[config.mk]
export PLATFORM = sky130hd
export DESIGN_NAME = uart_cfg_rx
export DESIGN_NICKNAME = d
export VERILOG_FILES = /design/src/rtl/uart_cfg_pkg.sv /design/src/rtl/uart_cfg_rx_byte.sv /design/src/rtl/uart_cfg_rx.sv
export SDC_FILE = /design/constraint.sdc
export NUM_CORES = 1
export LEC_CHECK = 0
export ABC_AREA = 1
export BUFFER_PORTS_ARGS = -buffer_cell sky130_fd_sc_hd__clkbuf_2
export CELL_PAD_IN_SITES_DETAIL_PLACEMENT = 2
export CELL_PAD_IN_SITES_GLOBAL_PLACEMENT = 2
export CORE_MARGIN = 10
export CORE_UTILIZATION = 37
export DETAILED_ROUTE_END_ITERATION = 8
export PLACE_DENSITY_LB_ADDON = 0.05
export RECOVER_POWER = 25
export SLEW_MARGIN = 20
export SYNTH_ARGS = -nofsm -noshare
export SYNTH_HDL_FRONTEND = slang
export SYNTH_SLANG_ARGS = --single-unit
[constraint.sdc]
create_clock -name CLK -period 2.7 [get_ports CLK]
set_input_delay 0.135 -clock CLK [delete_from_list [all_inputs] [get_ports CLK]]
set_output_delay 0.135 -clock CLK [all_outputs]
set_load 0.01 [all_outputs]
[src/rtl/uart_cfg_pkg.sv]
// Shared types and constants for the configuration-port UART receiver.
package uart_cfg_pkg;

  typedef enum logic [1:0] {
    RX_IDLE  = 2'd0,
    RX_START = 2'd1,
    RX_DATA  = 2'd2,
    RX_STOP  = 2'd3
  } rx_state_t;

  typedef enum logic {
    PK_HUNT   = 1'b0,
    PK_ACTIVE = 1'b1
  } pack_state_t;

  localparam logic [31:0] DEFAULT_SYNC_WORD = 32'hFAB0_FAB1;

  function automatic logic [31:0] shift_in_byte(input logic [31:0] w, input logic [7:0] b);
    return {w[23:0], b};
  endfunction

endpackage

[src/rtl/uart_cfg_rx_byte.sv]
// 8N1 byte receiver: input synchroniser plus start/data/stop sampling FSM.
module uart_byte_rx
  import uart_cfg_pkg::*;
#(
  parameter int CLKS_PER_BIT = 8
) (
  input  logic       clk,
  input  logic       resetn,
  input  logic       rx,
  output logic       byte_valid,
  output logic [7:0] rx_byte,
  output logic       frame_err
);

  localparam int CNT_W = $clog2(CLKS_PER_BIT);
  localparam logic [CNT_W-1:0] CNT_ZERO = {CNT_W{1'b0}};
  localparam logic [CNT_W-1:0] CNT_ONE  = CNT_W'(1);
  localparam logic [CNT_W-1:0] HALF_M1  = CNT_W'(CLKS_PER_BIT / 2 - 1);
  localparam logic [CNT_W-1:0] FULL_M1  = CNT_W'(CLKS_PER_BIT - 1);

  logic             sync1_r;
  logic             rx_s;
  rx_state_t        state_r, state_nxt;
  logic [CNT_W-1:0] cnt_r, cnt_nxt;
  logic [2:0]       bit_r, bit_nxt;
  logic [7:0]       shift_r, shift_nxt;
  logic             valid_nxt, err_nxt;

  // Two-flop synchroniser; both stages idle high like the line
  always_ff @(posedge clk) begin
    if (!resetn) begin
      sync1_r <= 1'b1;
      rx_s    <= 1'b1;
    end else begin
      sync1_r <= rx;
      rx_s    <= sync1_r;
    end
  end

  // Next-state logic; stop is sampled mid-bit so zero-gap bytes still line up
  always_comb begin
    state_nxt = state_r;
    cnt_nxt   = cnt_r + CNT_ONE;
    bit_nxt   = bit_r;
    shift_nxt = shift_r;
    valid_nxt = 1'b0;
    err_nxt   = 1'b0;
    case (state_r)
      RX_IDLE: begin
        cnt_nxt = CNT_ZERO;
        bit_nxt = 3'd0;
        if (!rx_s) state_nxt = RX_START;
        else       state_nxt = RX_IDLE;
      end
      RX_START: begin
        if (cnt_r == HALF_M1) begin
          cnt_nxt = CNT_ZERO;
          if (rx_s) state_nxt = RX_IDLE;
          else      state_nxt = RX_DATA;
        end else begin
          state_nxt = RX_START;
        end
      end
      RX_DATA: begin
        if (cnt_r == FULL_M1) begin
          cnt_nxt   = CNT_ZERO;
          shift_nxt = {rx_s, shift_r[7:1]};
          bit_nxt   = bit_r + 3'd1;
          if (bit_r == 3'd7) state_nxt = RX_STOP;
          else               state_nxt = RX_DATA;
        end else begin
          state_nxt = RX_DATA;
        end
      end
      RX_STOP: begin
        if (cnt_r == FULL_M1) begin
          cnt_nxt   = CNT_ZERO;
          state_nxt = RX_IDLE;
          if (rx_s) valid_nxt = 1'b1;
          else      err_nxt   = 1'b1;
        end else begin
          state_nxt = RX_STOP;
        end
      end
      default: begin
        state_nxt = RX_IDLE;
        cnt_nxt   = CNT_ZERO;
      end
    endcase
  end

  // State, counters and registered pulses
  always_ff @(posedge clk) begin
    if (!resetn) begin
      state_r    <= RX_IDLE;
      cnt_r      <= CNT_ZERO;
      bit_r      <= 3'd0;
      shift_r    <= 8'd0;
      byte_valid <= 1'b0;
      frame_err  <= 1'b0;
    end else begin
      state_r    <= state_nxt;
      cnt_r      <= cnt_nxt;
      bit_r      <= bit_nxt;
      shift_r    <= shift_nxt;
      byte_valid <= valid_nxt;
      frame_err  <= err_nxt;
    end
  end

  assign rx_byte = shift_r;

endmodule

[src/rtl/uart_cfg_rx.sv]
// Config-port UART receiver: sync-word hunt, MSB-first word packing, idle timeout.
module uart_cfg_rx
  import uart_cfg_pkg::*;
#(
  parameter int          CLKS_PER_BIT = 8,
  parameter logic [31:0] SYNC_WORD    = DEFAULT_SYNC_WORD,
  parameter int          TIMEOUT_BITS = 64
) (
  input  logic        CLK,
  input  logic        resetn,
  input  logic        Rx,
  output logic [31:0] WriteData,
  output logic        WriteStrobe,
  output logic        ComActive,
  output logic        ReceiveLED,
  output logic        FrameError
);

  localparam int LIMIT  = TIMEOUT_BITS * CLKS_PER_BIT;
  localparam int IDLE_W = $clog2(LIMIT + 1);
  localparam logic [IDLE_W-1:0] IDLE_LIMIT = IDLE_W'(LIMIT);
  localparam logic [IDLE_W-1:0] IDLE_ONE   = IDLE_W'(1);

  logic        byte_valid_s;
  logic [7:0]  rx_byte_s;
  logic        frame_err_s;

  pack_state_t       pk_state_r, pk_state_nxt;
  logic [31:0]       shreg_r, shreg_nxt, shreg_cand_s;
  logic [31:0]       word_r, word_nxt;
  logic [1:0]        bcnt_r, bcnt_nxt;
  logic [IDLE_W-1:0] idle_r, idle_nxt;
  logic              timeout_s;
  logic              strobe_nxt;
  logic [31:0]       wdata_nxt;
  logic              led_nxt;

  uart_byte_rx #(
    .CLKS_PER_BIT(CLKS_PER_BIT)
  ) u_byte_rx (
    .clk       (CLK),
    .resetn    (resetn),
    .rx        (Rx),
    .byte_valid(byte_valid_s),
    .rx_byte   (rx_byte_s),
    .frame_err (frame_err_s)
  );

  assign FrameError = frame_err_s;

  // Saturating idle counter, cleared by every good byte
  always_comb begin
    idle_nxt  = idle_r;
    timeout_s = (idle_r == IDLE_LIMIT);
    if (byte_valid_s) begin
      idle_nxt = {IDLE_W{1'b0}};
    end else if (idle_r != IDLE_LIMIT) begin
      idle_nxt = idle_r + IDLE_ONE;
    end else begin
      idle_nxt = idle_r;
    end
  end

  // Packer: a byte arriving on the timeout cycle takes priority over the abort
  always_comb begin
    pk_state_nxt = pk_state_r;
    shreg_nxt    = shreg_r;
    word_nxt     = word_r;
    bcnt_nxt     = bcnt_r;
    strobe_nxt   = 1'b0;
    wdata_nxt    = WriteData;
    led_nxt      = ReceiveLED;
    shreg_cand_s = shift_in_byte(shreg_r, rx_byte_s);
    case (pk_state_r)
      PK_HUNT: begin
        if (byte_valid_s) begin
          shreg_nxt = shreg_cand_s;
          if (shreg_cand_s == SYNC_WORD) begin
            pk_state_nxt = PK_ACTIVE;
            bcnt_nxt     = 2'd0;
            word_nxt     = 32'd0;
          end else begin
            pk_state_nxt = PK_HUNT;
          end
        end else begin
          pk_state_nxt = PK_HUNT;
        end
      end
      PK_ACTIVE: begin
        if (byte_valid_s) begin
          word_nxt = shift_in_byte(word_r, rx_byte_s);
          bcnt_nxt = bcnt_r + 2'd1;
          if (bcnt_r == 2'd3) begin
            wdata_nxt  = word_nxt;
            strobe_nxt = 1'b1;
            led_nxt    = ~ReceiveLED;
          end else begin
            strobe_nxt = 1'b0;
          end
        end else if (frame_err_s || timeout_s) begin
          pk_state_nxt = PK_HUNT;
          shreg_nxt    = 32'd0;
          word_nxt     = 32'd0;
          bcnt_nxt     = 2'd0;
        end else begin
          pk_state_nxt = PK_ACTIVE;
        end
      end
      default: begin
        pk_state_nxt = PK_HUNT;
      end
    endcase
  end

  // Packer state and registered outputs
  always_ff @(posedge CLK) begin
    if (!resetn) begin
      pk_state_r  <= PK_HUNT;
      shreg_r     <= 32'd0;
      word_r      <= 32'd0;
      bcnt_r      <= 2'd0;
      idle_r      <= {IDLE_W{1'b0}};
      WriteData   <= 32'd0;
      WriteStrobe <= 1'b0;
      ComActive   <= 1'b0;
      ReceiveLED  <= 1'b0;
    end else begin
      pk_state_r  <= pk_state_nxt;
      shreg_r     <= shreg_nxt;
      word_r      <= word_nxt;
      bcnt_r      <= bcnt_nxt;
      idle_r      <= idle_nxt;
      WriteData   <= wdata_nxt;
      WriteStrobe <= strobe_nxt;
      ComActive   <= (pk_state_nxt == PK_ACTIVE);
      ReceiveLED  <= led_nxt;
    end
  end

endmodule

==> load_flow_metrics.sql <==
INSERT INTO impl_metrics (metric_group, metric, value, unit) VALUES
('logic_synthesis', 'synth_fa_ha_area_frac', '0.0265', ''),
('sta', 'max_freq', '476', 'MHz'),
('setup_path', 'worst_setup_path_end_kind', 'flip-flop', ''),
('setup_path', 'cp_class', 'flip-flop to flip-flop', ''),
('power', 'power_density', '744', 'nW/um2'),
('setup_path', 'cp.required', '3.04', 'ns'),
('floorplanning', 'start_util', '0.376', ''),
('clocking', 'ctsLongestPathBuffers', '2', ''),
('place', 'place.detailed.hpwl', '9200', 'um'),
('clocking', 'post_cts_resize_count', '0', ''),
('clocking', 'tritoncts.num_buffers', '17', ''),
('floorplanning', 'core_rows', '41', ''),
('logic_synthesis', 'synth_largest_type_area_fraction', '0.487', ''),
('drt', 'final_wirelength', '14500', 'um'),
('logic_synthesis', 'postSynthAreaPerCell', '7.52', 'um2'),
('grt', 'grt_pass1_wl', '23900', 'um'),
('final_layout', 'final_cell_area', '5510', 'um2'),
('floorplanning', 'core_area', '12600', 'um2'),
('grt', 'grt_usage', '0.167', ''),
('sta', 'min_period_over_period', '0.779', ''),
('place', 'place_congestion', '0.763', ''),
('logic_synthesis', 'synthDistinctLibCells', '28', ''),
('logic_synthesis', 'ys_seq_elements', '115', ''),
('sta', 'fin_tns_setup', '0', 'ns'),
('final_layout', 'layout-drive-gt1-share', '0.0942', ''),
('setup_path', 'cpPeakStageDelay', '0.49', 'ns'),
('drt', 'drt-vias-per-instance', '5.01', ''),
('final_layout', 'num-fill-cells', '1462', ''),
('drt', 'detailroute.via_count', '4216', ''),
('sta', 'tightest_slew', '0.573', 'ns'),
('final_layout', 'synth_to_final_area_change', '16.5', '%'),
('logic_synthesis', 'async_reset_ff_frac', '0', ''),
('setup_path', 'maximum_fanout_along_the_worst_path', '26', ''),
('drt', 'routed_wire_length_per_instance', '17.3', 'um'),
('logic_synthesis', 'synth_area_leaders', 'sky130_fd_sc_hd__dfxtp_1 49%, sky130_fd_sc_hd__nand2_1 14%, sky130_fd_sc_hd__a21oi_1 10%', ''),
('place', 'placed_cell_area', '4940', 'um2'),
('setup_path', 'critical_path.top_delay_family', 'buffers and inverters', ''),
('clocking', 'cts.clk_slew.worst_paths', '0.06', 'ns'),
('grt', 'overflow', '0', ''),
('logic_synthesis', 'synthXorXnorAreaFrac', '0.00371', ''),
('sta', 'finalClockSkew', '0.00669', 'ns'),
('logic_synthesis', 'synth_ff_type', 'sky130_fd_sc_hd__dfxtp_1', ''),
('logic_synthesis', 'synthMuxAreaShare', '0', ''),
('sta', 'setup_viol', '0', ''),
('clocking', 'htree_num_levels', '4', ''),
('power', 'p_leak', '1.98', 'nW'),
('min_path', 'hold_path.class', 'primary input to flip-flop', ''),
('place', 'io_buffer_count', '38', ''),
('sta', 'max-slew-margin-rel', '0.618', ''),
('drt', 'drcViolationCount', '0', ''),
('grt', 'grt_max_degree', '54', ''),
('grt', 'vias_in_the_first_global_route', '4610', ''),
('grt', 'antenna_found_initial', '0', ''),
('logic_synthesis', 'netlist_area', '4730', 'um2'),
('drt', 'drt_pass1_iterations', '4', ''),
('final_layout', 'layout_common_cells', '175 x sky130_fd_sc_hd__nand2_1, 115 x sky130_fd_sc_hd__dfxtp_1, 97 x sky130_fd_sc_hd__a21oi_1', ''),
('run_status', 'run_status', 'finished, final reports clean', ''),
('final_layout', 'final_net_count', '669', ''),
('final_layout', 'regArea', '2300', 'um2'),
('drt', 'postRouteAntennaNets', '0', ''),
('setup_path', 'cp_cell_sequence', 'nand2_1 > inv_2 > nand2_2 > inv_2 > nand2_1 > a21oi_1', ''),
('final_layout', 'multi_input_logic_area', '2040', 'um2'),
('final_layout', 'mostFrequentLayoutCell', 'sky130_fd_sc_hd__nand2_1', ''),
('sta', 'timing_hold_violations_final', '0', ''),
('logic_synthesis', 'syn_nets', '642', ''),
('logic_synthesis', 'synth.yosys.warnings', '0', ''),
('setup_path', 'number_of_buffer_and_inverter_instances_along_the_worst_setup_path', '2', ''),
('logic_synthesis', 'synth_compound_gate_area_share', '0.126', ''),
('clocking', 'tritoncts_clock_tree', 'built', ''),
('setup_path', 'arrival', '2.44', 'ns'),
('power', 'total_power', '4.10', 'mW');
-- cells in the mapped netlist (all sizes together), types with 2 or more instances --
cell type and instances:
inv 39, clkbuf 14, nand3 66, o21ai 17, buf 22, ha 10, xor2 2, nor3 2
nor4 2, a21oi 97, or2 4, nor2 53, nand2 180, dfxtp 115
-- tightest hold or removal path: cells and delay by family --
kind	cells	cell delay, ns
simple gates	1	0.12
buf+inv	2	0.24
-- per-stage QoR --
step,util,setup WS [ns],hold WS [ns],std cells
2_1_floorplan,-,0.908,0.242,629
3_3_place_gp,0.393,0.721,0.320,808
3_5_place_dp,0.393,0.628,0.329,808
4_1_cts,0.442,0.547,0.123,841
5_1_grt,0.438,0.372,0.160,841
6_report,0.438,0.597,0.124,841
-- timing repair --
action                                 in CTS  in global routing
setup endpoints to repair                   0                  0
setup buffers                               0                  0
endpoints found under the hold margin       1                  0
hold buffers                                1                  0
-- path summary, 6_finish.rpt --
check / from / end / slack (ns) / cells after the start
worst max-delay path: pk_state_r / WriteData[8] / 0.60 / 6
worst min-delay path: resetn / u_byte_rx.state_r[1] / 0.12 / 3
worst max register to register: pk_state_r / WriteData[8] / 0.60 / 6
worst min register to register: u_byte_rx.sync1_r / u_byte_rx.rx_s / 0.41 / 1
-- cell type report --
cell class	instances	share of cell area
Sequential cell	115	0.418
Multi-Input combinational cell	438	0.370
Clock buffer	21	0.0854
Tap cell	172	0.0391
Timing Repair Buffer	44	0.0354
Inverter	40	0.0277
Clock inverter	11	0.0241
-- layer usage --
layer / wire length, um / track usage / share of wire
met1: 6570 / 0.190 / 0.45
met5: 0 / 0 / 0
met4: 132 / 0.0520 / 0.0091
met3: 344 / 0.0435 / 0.024
met2: 7470 / 0.296 / 0.51
-- logic make-up after synthesis --
| kind of cell | count (synthesis) |
|---|---|
| compound gates | 117 |
| xor+xnor | 2 |
| fa+ha+maj | 10 |
| buf+inv | 76 |
| flops | 115 |
| simple gates | 309 |
-- sequential cells by signal, indices dropped and copies added, names as in the netlist --
| register | cells |
|---|---|
| u_byte_rx.rx_s | 1 |
| u_byte_rx.sync1_r | 1 |
| u_byte_rx.rx_byte | 8 |
| idle_r | 10 |
| u_byte_rx.state_r | 2 |
| ReceiveLED | 1 |
| u_byte_rx.byte_valid | 1 |
| bcnt_r | 2 |
| u_byte_rx.bit_r | 3 |
| WriteStrobe | 1 |
| shreg_r | 24 |
| u_byte_rx.frame_err | 1 |
| u_byte_rx.cnt_r | 3 |
| WriteData | 32 |
| word_r | 24 |
| pk_state_r | 1 |
-- where the power goes --
| part | switching (mW) | internal, mW | total (mW) |
|---|---|---|---|
| combinational | 0.0613 | 0.0230 | 0.0842 |
| clock | 0.785 | 1.51 | 2.30 |
| sequential | 0.00944 | 1.71 | 1.72 |
| total | 0.855 | 3.24 | 4.10 |
Power figures use the tool's default switching activity.
